## src/rtl/char_buf_ctrl.sv

```systemverilog
// char_buf_ctrl: clear engine, host write port and renderer read port for the
// 256x7 character buffer RAM. Optional macro: CHAR_BUF_FWD_EN (read forwarding).
module char_buf_ctrl #(
    parameter int ADDR_W = 8,
    parameter int DATA_W = 7,
    parameter logic [DATA_W-1:0] CLR_CHAR = DATA_W'('h20)
) (
    input  logic              clk,
    input  logic              reset,
    input  logic              wr_valid,
    output logic              wr_ready,
    input  logic              wr_cursor,
    input  logic [ADDR_W-1:0] wr_addr,
    input  logic [DATA_W-1:0] wr_char,
    output logic [ADDR_W-1:0] cursor,
    input  logic              clr_start,
    output logic              clr_busy,
    output logic              clr_done,
    input  logic              rd_req,
    input  logic [ADDR_W-1:0] rd_addr,
    output logic              rd_valid,
    output logic [DATA_W-1:0] rd_data,
    output logic              ram_cea,
    output logic [ADDR_W-1:0] ram_ada,
    output logic [DATA_W-1:0] ram_din,
    output logic              ram_ceb,
    output logic              ram_oce,
    output logic [ADDR_W-1:0] ram_adb,
    output logic              ram_reset,
    input  logic [DATA_W-1:0] ram_dout
);

    typedef enum logic {
        IDLE,
        CLEAR
    } state_t;

    localparam logic [ADDR_W-1:0] LAST = {ADDR_W{1'b1}};

    state_t            state;
    logic [ADDR_W-1:0] clr_cnt;
    logic              wr_fire;

    assign clr_busy = (state == CLEAR);
    assign wr_ready = (state == IDLE) && !clr_start;
    assign wr_fire  = wr_valid && wr_ready;

    // Write-port mux: the clear engine owns the port for the whole clear
    always_comb begin
        ram_cea = wr_fire;
        ram_ada = wr_cursor ? cursor : wr_addr;
        ram_din = wr_char;
        if (clr_busy) begin
            ram_cea = 1'b1;
            ram_ada = clr_cnt;
            ram_din = CLR_CHAR;
        end
    end

    // Clear/idle FSM with the clear counter, done pulse and host cursor
    always_ff @(posedge clk) begin
        if (reset) begin
            state    <= CLEAR;
            clr_cnt  <= '0;
            clr_done <= 1'b0;
            cursor   <= '0;
        end else begin
            clr_done <= 1'b0;
            unique case (state)
                CLEAR: begin
                    clr_cnt <= clr_cnt + 1'b1;
                    if (clr_cnt == LAST) begin
                        state    <= IDLE;
                        clr_done <= 1'b1;
                        cursor   <= '0;
                    end
                end
                IDLE: begin
                    if (clr_start) begin
                        state   <= CLEAR;
                        clr_cnt <= '0;
                    end else if (wr_fire) begin
                        cursor <= ram_ada + 1'b1;
                    end
                end
                default: state <= CLEAR;
            endcase
        end
    end

    assign ram_ceb   = rd_req;
    assign ram_adb   = rd_addr;
    assign ram_oce   = 1'b1;
    assign ram_reset = reset;

    // Read valid tracks the RAM's one-cycle output register
    always_ff @(posedge clk) begin
        if (reset) begin
            rd_valid <= 1'b0;
        end else begin
            rd_valid <= rd_req;
        end
    end

`ifdef CHAR_BUF_FWD_EN
    logic              fwd_hit;
    logic [DATA_W-1:0] fwd_data;

    // Capture a same-cycle write to the address being read; only updated on
    // a read so rd_data keeps holding between reads like the RAM output does
    always_ff @(posedge clk) begin
        if (reset) begin
            fwd_hit  <= 1'b0;
            fwd_data <= '0;
        end else if (rd_req) begin
            fwd_hit  <= ram_cea && (rd_addr == ram_ada);
            fwd_data <= ram_din;
        end
    end

    assign rd_data = fwd_hit ? fwd_data : ram_dout;
`else
    assign rd_data = ram_dout;
`endif

endmodule

```

## config.mk

```make
export PLATFORM = sky130hd
export DESIGN_NAME = char_buf_ctrl
export DESIGN_NICKNAME = d
export VERILOG_FILES = /design/src/rtl/char_buf_ctrl.sv
export SDC_FILE = /design/constraint.sdc
export NUM_CORES = 1
export LEC_CHECK = 0
export CELL_PAD_IN_SITES_DETAIL_PLACEMENT = 1
export CELL_PAD_IN_SITES_GLOBAL_PLACEMENT = 1
export CORE_MARGIN = 2
export CORE_UTILIZATION = 27
export CTS_BUF_LIST = sky130_fd_sc_hd__clkbuf_16
export CTS_CLUSTER_DIAMETER = 60
export CTS_CLUSTER_SIZE = 10
export DETAILED_ROUTE_END_ITERATION = 10
export PLACE_DENSITY = 0.95
export SKIP_CTS_REPAIR_TIMING = 1
export SYNTH_ARGS = -nofsm -noshare
export SYNTH_HDL_FRONTEND = slang
export SYNTH_SLANG_ARGS = --single-unit
```

## constraint.sdc

```tcl
create_clock -name clk -period 5.1 [get_ports clk]
set_clock_uncertainty 0.05 [all_clocks]
set_input_delay 1.02 -clock clk [delete_from_list [all_inputs] [get_ports clk]]
set_output_delay 1.02 -clock clk [all_outputs]
set_load 0.01 [all_outputs]
```

Word level (Yosys, flattened, before mapping)
Index checks and enable logic that the tools add are counted.

Word-level logic and storage cells: 32. Bits in read-only memories: 0. Memory bits (writable): 0. Register bits after elaboration: 19. Bits in latches: 0. Memories kept: 0. Bits of input ports: 36.

Add/sub/neg operators: 2. $lt $le $gt $ge: 0. Shifts and indexed selects: 0. Div/mod/pow operators: 0. Multipliers: 0. Multiplexer cells: 14. Reduce and logical (&&, ||, !) cells: 5. Equality and inequality tests: 5. Bitwise gates (word level): 1.

Operators with widths (number): $mux W8 (6); $pmux W8 S2 (2); $add A8 B1 Y8 const B (2); $eq A8 B8 Y1 const B (1); $mux W7 (1); $ne A2 B2 Y1 const B (3); $mux W1 (4); $reduce_and A3 Y1 (1); $logic_and A1 B1 Y1 (2); $ne A2 B1 Y1 const B (1); $pmux W1 S2 (1); $reduce_or A2 Y1 (1); $logic_not A1 Y1 (1); $not A1 Y1 (1).

Logic depth before layout (Yosys ltp)
Gate-level depths: netlist of the first run.

Depth after elaboration: 6. Mapped depth: 9. Gate-level depth less buffers: 8.

Least setup slack after synthesis of the first run
No wires, ideal clock.

Kind: input-to-output. Start: input wr_cursor. End: output ram_ada[6]. Buffers on the path: 1. Slack: 2.213 ns. Data arrival time: 1.817 ns. Stages: 4. Data required time: 4.030 ns. Cells stage by stage: buf_6 > mux2_1 > mux2i_1 > inv_1.

Cells in the longest elaborated chain, start to end: 2.

RTL lines: start, declared (line 12) `input logic wr_cursor,`; $mux W8 (line 51) `ram_ada = wr_cursor ? cursor : wr_addr;`; $mux W8 (line 53) `if (clr_busy) begin`; end, declared (line 24) `output logic [ADDR_W-1:0] ram_ada,`.

Every way passes these cells.

Worst setup path in the final report of the first run
Start: input wr_cursor. End: output ram_ada[1].

Same word-level chain as after synthesis.

==> reports/qor.yml, run 1 <==
worst_setup_path:
  critPathSlowestCell: "clkdlybuf4s50_1"
  arrival_ns: 3.19
  worst_path_dominant_cell_family: "buffers and inverters"
  critPathRequiredTime_ns: 4.03
  critPathMaxFanout: 10
  timing_worst_setup_path_type: "in2out"
  path_buf_inv: 3
  crit_chain: "clkdlybuf4s50_1, mux2_2, mux2i_1, inv_1, clkdlybuf4s50_1"
  end_kind: "output pin"
  crit_path_start_kind: "input port"
  crit_path_max_incr_delay_ns: 0.82
  critPathMostFrequentCell: "clkdlybuf4s50_1"
routing:
  drc: 0
  topRoutingLayerUsed: "met4"
  wl_met3_um: 174
  final_antenna_net_count: 0
  met1Wirelength_um: 1690
  drt-total-wl_um: 3730
  wl_per_cell_um: 15.2
  wl_met2_um: 1800
  drt_iter0_markers: 56
  vias_per_cell: 5.22
  dr.pass1.iters: 2
  vias: 1280
logic_synthesis:
  synth-seq-cells: 19
  syn-cell-area_sq_um: 1310
  syn_inst: 161
  ys_seq_area_share_pct: 29.0
  synth_cell_types: 45
  synth.avg_cell_area_sq_um: 8.15
  syn-num-nets: 199
  ys_warn_count: 0
floorplanning:
  rows: 25
  initial_core_util_pct: 28.0
  core_area_sq_um: 4690
  die_h_um: 73.7
  die-area_sq_um: 5430
  dieWidth_um: 73.7
  io_pins: 82
power:
  intPower_w: 0.000283
  finalPower_w: 0.000364
  p_switching_w: 0.0000809
  p_per_area_nw_per_um2: 204
  seq_power_share_pct: 42.2
  p_clk_share_pct: 44.6
  p_leak_nw: 0.681
  comb_power_share_pct: 13.2
  p_sw_share_pct: 22.2
  vdd_drop_max_mv: 0.0994
clocking:
  clock-sinks: 19
  clk_path_buf_depth: 2
  clkLatencyLatePin_ns: 0.25
  h-tree-depth: 1
  numCtsBuffers: 3
  clk_pin_slew_worst_paths_ns: 0.06
  cts_tree: "done"
  cts-root-buf: "clkbuf_16"
global_route:
  grt_pass1_vias: 1320
  grt_remaining_overflow: 0
  grt_max_degree: 38
  track_usage_pct: 14.6
  antenna_found_initial: 0
  grt_pass1_wl_um: 6050
sta:
  setup_viol: 0
  hold_violations: 0
  tightest_slew_ns: 0.554
  max_slew_margin_pct: 62.7
  drv_slew: 0
  max_freq_mhz: 235
  period_share_pct: 83.5
  rsz0062_at_grt: "false"
  setup_tns_ns: 0
  final.min_clock_period_ns: 4.26
final_layout:
  n_fill_cell: 557
  finalNonFillerCells: 245
  area_growth_pct: 36.0
  num-nets-final: 230
  n_antenna_cell: 0
  drive_gt1_share_pct: 5.24
  most-common-layout-cells: "50 x clkdlybuf4s50_1, 19 x dfxtp_1, 11 x a21oi_1, 10 x nor2_1"
  fin_area_sq_um: 1790
  final_common_cell: "clkdlybuf4s50_1"
worst_hold_path:
  min_path_type: "reg2reg"
placement:
  dpl_cell_area_sq_um: 1710
  io_buffers: 50
  globalplace.congestion: 0.813
  dpl.hpwl_um: 2730
  dp.cells: 241
job:
  drv_cap: 0
run_status:
  status: "finished, final reports clean"
cells by family after synthesis:
kind of cell               after synthesis  synth area share (%)
buffers and inverters                   31                  15.8
DFF                                     19                  29.0
AOI/OAI and AO/OA                       30                  15.1
other                                    1                 0.286
and+or+nand+nor                         64                  27.4
muxes                                   11                  8.58
xor gates and xnor gates                 3                  2.00
adders and majority gates                2                  1.91
sequential cells by signal (all words and copies together) (netlist names):
| name | cells |
|---|---|
| clr_cnt | 8 |
| cursor | 8 |
| clr_busy | 1 |
| clr_done | 1 |
| rd_valid | 1 |
through the flow:
step	hold slack [ns]	util [%]	setup WS [ns]
floorplan	0.412	-	2.21
global placement	0.426	36.4	0.963
detailed placement	0.437	36.4	0.869
CTS	0.448	38.1	0.837
global route	0.488	38.1	0.737
finish	0.445	38.1	0.842
power groups by stage:
stage | clock network [W] | registers (W) | logic (W)
after floorplan | 0 | 0.000156 | 0.0000343
after global placement | 0 | 0.000156 | 0.0000463
after detailed placement | 0 | 0.000157 | 0.0000476
after CTS | 0.000165 | 0.000153 | 0.0000483
after global routing | 0.000173 | 0.000154 | 0.0000523
final | 0.000162 | 0.000153 | 0.0000480
layer usage:
layer,global-route usage (%),vias up
li1,-,615
met1,17.4,617
met2,24.8,42
met3,3.70,6
met4,5.86,0
met5,0,-
worst paths after layout:
path / startpoint / to / cells after the start / slack (ns)
worst max register to register: clr_busy / cursor[2] / 8 / 2.93
worst min register to register: clr_cnt[0] / clr_cnt[0] / 2 / 0.44
worst min-delay path: clr_cnt[0] / clr_cnt[0] / 2 / 0.44
worst max-delay path: wr_cursor / ram_ada[1] / 5 / 0.84
area by class of cell:
cell class / instances / area [sq um] / share of cell area (%)
flip-flops and latches: 19 / 380 / 21.3
multi-input cells: 111 / 724 / 40.6
repair buffers: 52 / 515 / 28.9
well taps: 54 / 67.6 / 3.78
clock inverters: 1 / 3.75 / 0.210
inverters: 5 / 18.8 / 1.05
clock buffers: 3 / 75.1 / 4.20
synthesized netlist by cell type, drive strengths merged:
master	number	area [sq um]
or3	4	25.0
and3	2	12.5
a32oi	1	8.76
buf	22	174
or2	2	12.5
xor2	2	17.5
nor3b	2	15.0
a22o	2	17.5
dfxtp	19	380
nand2b	3	18.8
inv	5	18.8
nor2b	9	63.8
nand3	5	25.0
a21oi	11	55.1
a221o	1	10.0
o21bai	1	7.51
o211ai	2	15.0
clkbuf	4	15.0
nor3	7	35.0
and4	3	26.3
nor2	10	37.5
mux2i	9	90.1
or3b	1	8.76
a211oi	1	7.51
o21a	2	22.5
xnor2	1	8.76
nand4	3	18.8
and2	2	12.5
ha	2	25.0
mux2	2	22.5
nor4	1	6.26
a31oi	1	6.26
a32o	1	10.0
conb	1	3.75
o31ai	1	7.51
o21ai	6	30.0
or4	1	7.51
nand2	9	33.8
worst register-to-register path, cell delays in order, from the launching register on:
cell,delay [ns]
dfxtp_1,0.29
buf_4,0.24
o31ai_1,0.56
inv_1,0.15
ha_1,0.30
xor2_1,0.18
nor3_1,0.18
a21oi_1,0.07
nor2_1,0.08
Power figures use the tool's default switching activity.
==> run 2: changes to the inputs <==
--- a/config.mk
+++ b/config.mk
@@ -8,12 +8,12 @@
 export CELL_PAD_IN_SITES_DETAIL_PLACEMENT = 1
 export CELL_PAD_IN_SITES_GLOBAL_PLACEMENT = 1
 export CORE_MARGIN = 2
-export CORE_UTILIZATION = 27
+export CORE_UTILIZATION = 23
 export CTS_BUF_LIST = sky130_fd_sc_hd__clkbuf_16
 export CTS_CLUSTER_DIAMETER = 60
 export CTS_CLUSTER_SIZE = 10
 export DETAILED_ROUTE_END_ITERATION = 10
-export PLACE_DENSITY = 0.95
+export PLACE_DENSITY = 0.88
 export SKIP_CTS_REPAIR_TIMING = 1
 export SYNTH_ARGS = -nofsm -noshare
 export SYNTH_HDL_FRONTEND = slang
==> constraint.sdc (replaced) <==
create_clock -name clk -period 3.4 [get_ports clk]
set_clock_uncertainty 0.05 [all_clocks]
set_input_delay 0.68 -clock clk [delete_from_list [all_inputs] [get_ports clk]]
set_output_delay 0.68 -clock clk [all_outputs]
set_load 0.01 [all_outputs]
==> reports/qor.yml, run 2 (synthesis results as in run 1) <==
worst_hold_path:
  hold_end: "cursor[0]"
  min_path_cells: 2
  hp-start: "cursor[0]"
  min_path_type: "reg2reg"
floorplanning:
  initial_core_util_pct: 23.8
  die-area_sq_um: 6330
  io_pins: 82
  dieWidth_um: 79.5
  rows: 27
  die_h_um: 79.5
  core_area_sq_um: 5510
final_layout:
  fin_area_sq_um: 1850
  area_growth_pct: 40.6
  finalNonFillerCells: 268
  largestRegisters: "clr_cnt (8), cursor (8)"
  most-common-layout-cells: "50 x clkdlybuf4s50_1, 19 x dfxtp_1, 11 x a21oi_1, 10 x nor2_1"
  final_common_cell: "clkdlybuf4s50_1"
  n_fill_cell: 671
  drive_gt1_share_pct: 7.65
  n_antenna_cell: 0
  num-nets-final: 235
routing:
  drc: 0
  drt-total-wl_um: 3870
  wl_per_cell_um: 14.4
  dr.pass1.iters: 4
  final_antenna_net_count: 0
  drt_iter0_markers: 43
  vias_per_cell: 4.88
  vias: 1307
run_status:
  status: "finished, final reports clean"
worst_setup_path:
  critPathSlowestCell: "clkdlybuf4s50_1"
  arrival_ns: 2.53
  critPathMaxFanout: 6
  crit_path_max_incr_delay_ns: 0.62
  crit_chain: "clkdlybuf4s50_1, buf_4, mux2i_1, mux2i_1, clkdlybuf4s50_1"
  end_kind: "output pin"
  path_buf_inv: 3
  crit_path_start_kind: "input port"
  timing_worst_setup_path_type: "in2out"
  r2r_end: "cursor[7]"
  regToRegStartpoint: "clr_busy"
  r2r_cells: 7
  worst_path_dominant_cell_family: "buffers and inverters"
  r2r_setup_slack_ns: 0.99
  critPathRequiredTime_ns: 2.67
sta:
  hold_violations: 0
  setup_viol: 0
  rsz0062_at_grt: "false"
  period_share_pct: 95.9
  final.min_clock_period_ns: 3.26
  tightest_slew_ns: 0.737
  max_freq_mhz: 307
  max_slew_margin_pct: 50.8
  drv_slew: 0
  setup_tns_ns: 0
placement:
  dp.cells: 264
  io_buffers: 50
  dpl.hpwl_um: 2870
  globalplace.congestion: 0.807
  dpl_cell_area_sq_um: 1770
power:
  vdd_drop_max_mv: 0.156
  p_per_area_nw_per_um2: 300
  finalPower_w: 0.000553
  p_leak_nw: 0.704
global_route:
  grt_max_degree: 23
  track_usage_pct: 12.1
  grt_remaining_overflow: 0
  grt_pass1_vias: 1241
  grt_pass1_wl_um: 6110
  antenna_found_initial: 0
job:
  drv_cap: 0
clocking:
  h-tree-depth: 1
  clock-sinks: 19
  clk_path_buf_depth: 2
  numCtsBuffers: 3
  cts_tree: "done"
  clk_pin_slew_worst_paths_ns: 0.06
  clkLatencyLatePin_ns: 0.26
  cts-root-buf: "clkbuf_16"
==> run 2: cell type report <==
| type | instances | area (sq um) | area share [%] |
|---|---|---|---|
| multi-input cells | 111 | 724 | 39.3 |
| repair buffers | 57 | 553 | 30.0 |
| flip-flops and latches | 19 | 380 | 20.6 |
| well taps | 72 | 90.1 | 4.88 |
| clock buffers | 3 | 75.1 | 4.07 |
| inverters | 5 | 18.8 | 1.02 |
| clock inverters | 1 | 3.75 | 0.203 |
==> run 2: power breakdown <==
group,internal [W],switching (W)
sequential,0.000226,0.00000367
clock,0.000157,0.0000904
combinational,0.0000440,0.0000319
==> run 2: worst max path at each step <==
| stage | start | end | slack (ns) | cells after the start |
|---|---|---|---|---|
| 3_3_place_gp | wr_cursor | ram_ada[0] | 0.19 | 5 |
| 4_1_cts | wr_cursor | ram_ada[6] | 0.13 | 6 |
| 5_1_grt | wr_cursor | ram_ada[2] | 0.03 | 5 |
| 2_1_floorplan | wr_cursor | cursor[2] | 1.17 | 9 |
| 6_report | wr_cursor | ram_ada[2] | 0.14 | 5 |
| 3_5_place_dp | wr_cursor | ram_ada[6] | 0.14 | 6 |
==> run 2: worst min-delay path: stages, from the launching register on <==
cell and delay, ns:
dfxtp_1 0.32, o21ai_0 0.08, a21oi_1 0.07
==> run 2: metrics by stage <==
step           util, %  hold slack [ns]  setup slack [ns]
6_report          33.5            0.473             0.138
5_1_grt           33.5            0.501            0.0335
4_1_cts           33.5            0.463             0.133
3_5_place_dp      32.1            0.451             0.141
3_3_place_gp      32.1            0.431             0.192
2_1_floorplan        -            0.412              1.17
==> run 2: metal layers <==
layer / routed length (um) / vias up / GRT usage [%]
met5: 0 / - / 0
met2: 1840 / 49 / 20.0
met4: 49 / 0 / 4.66
met3: 246 / 5 / 2.15
li1: - / 621 / -
met1: 1740 / 632 / 15.7
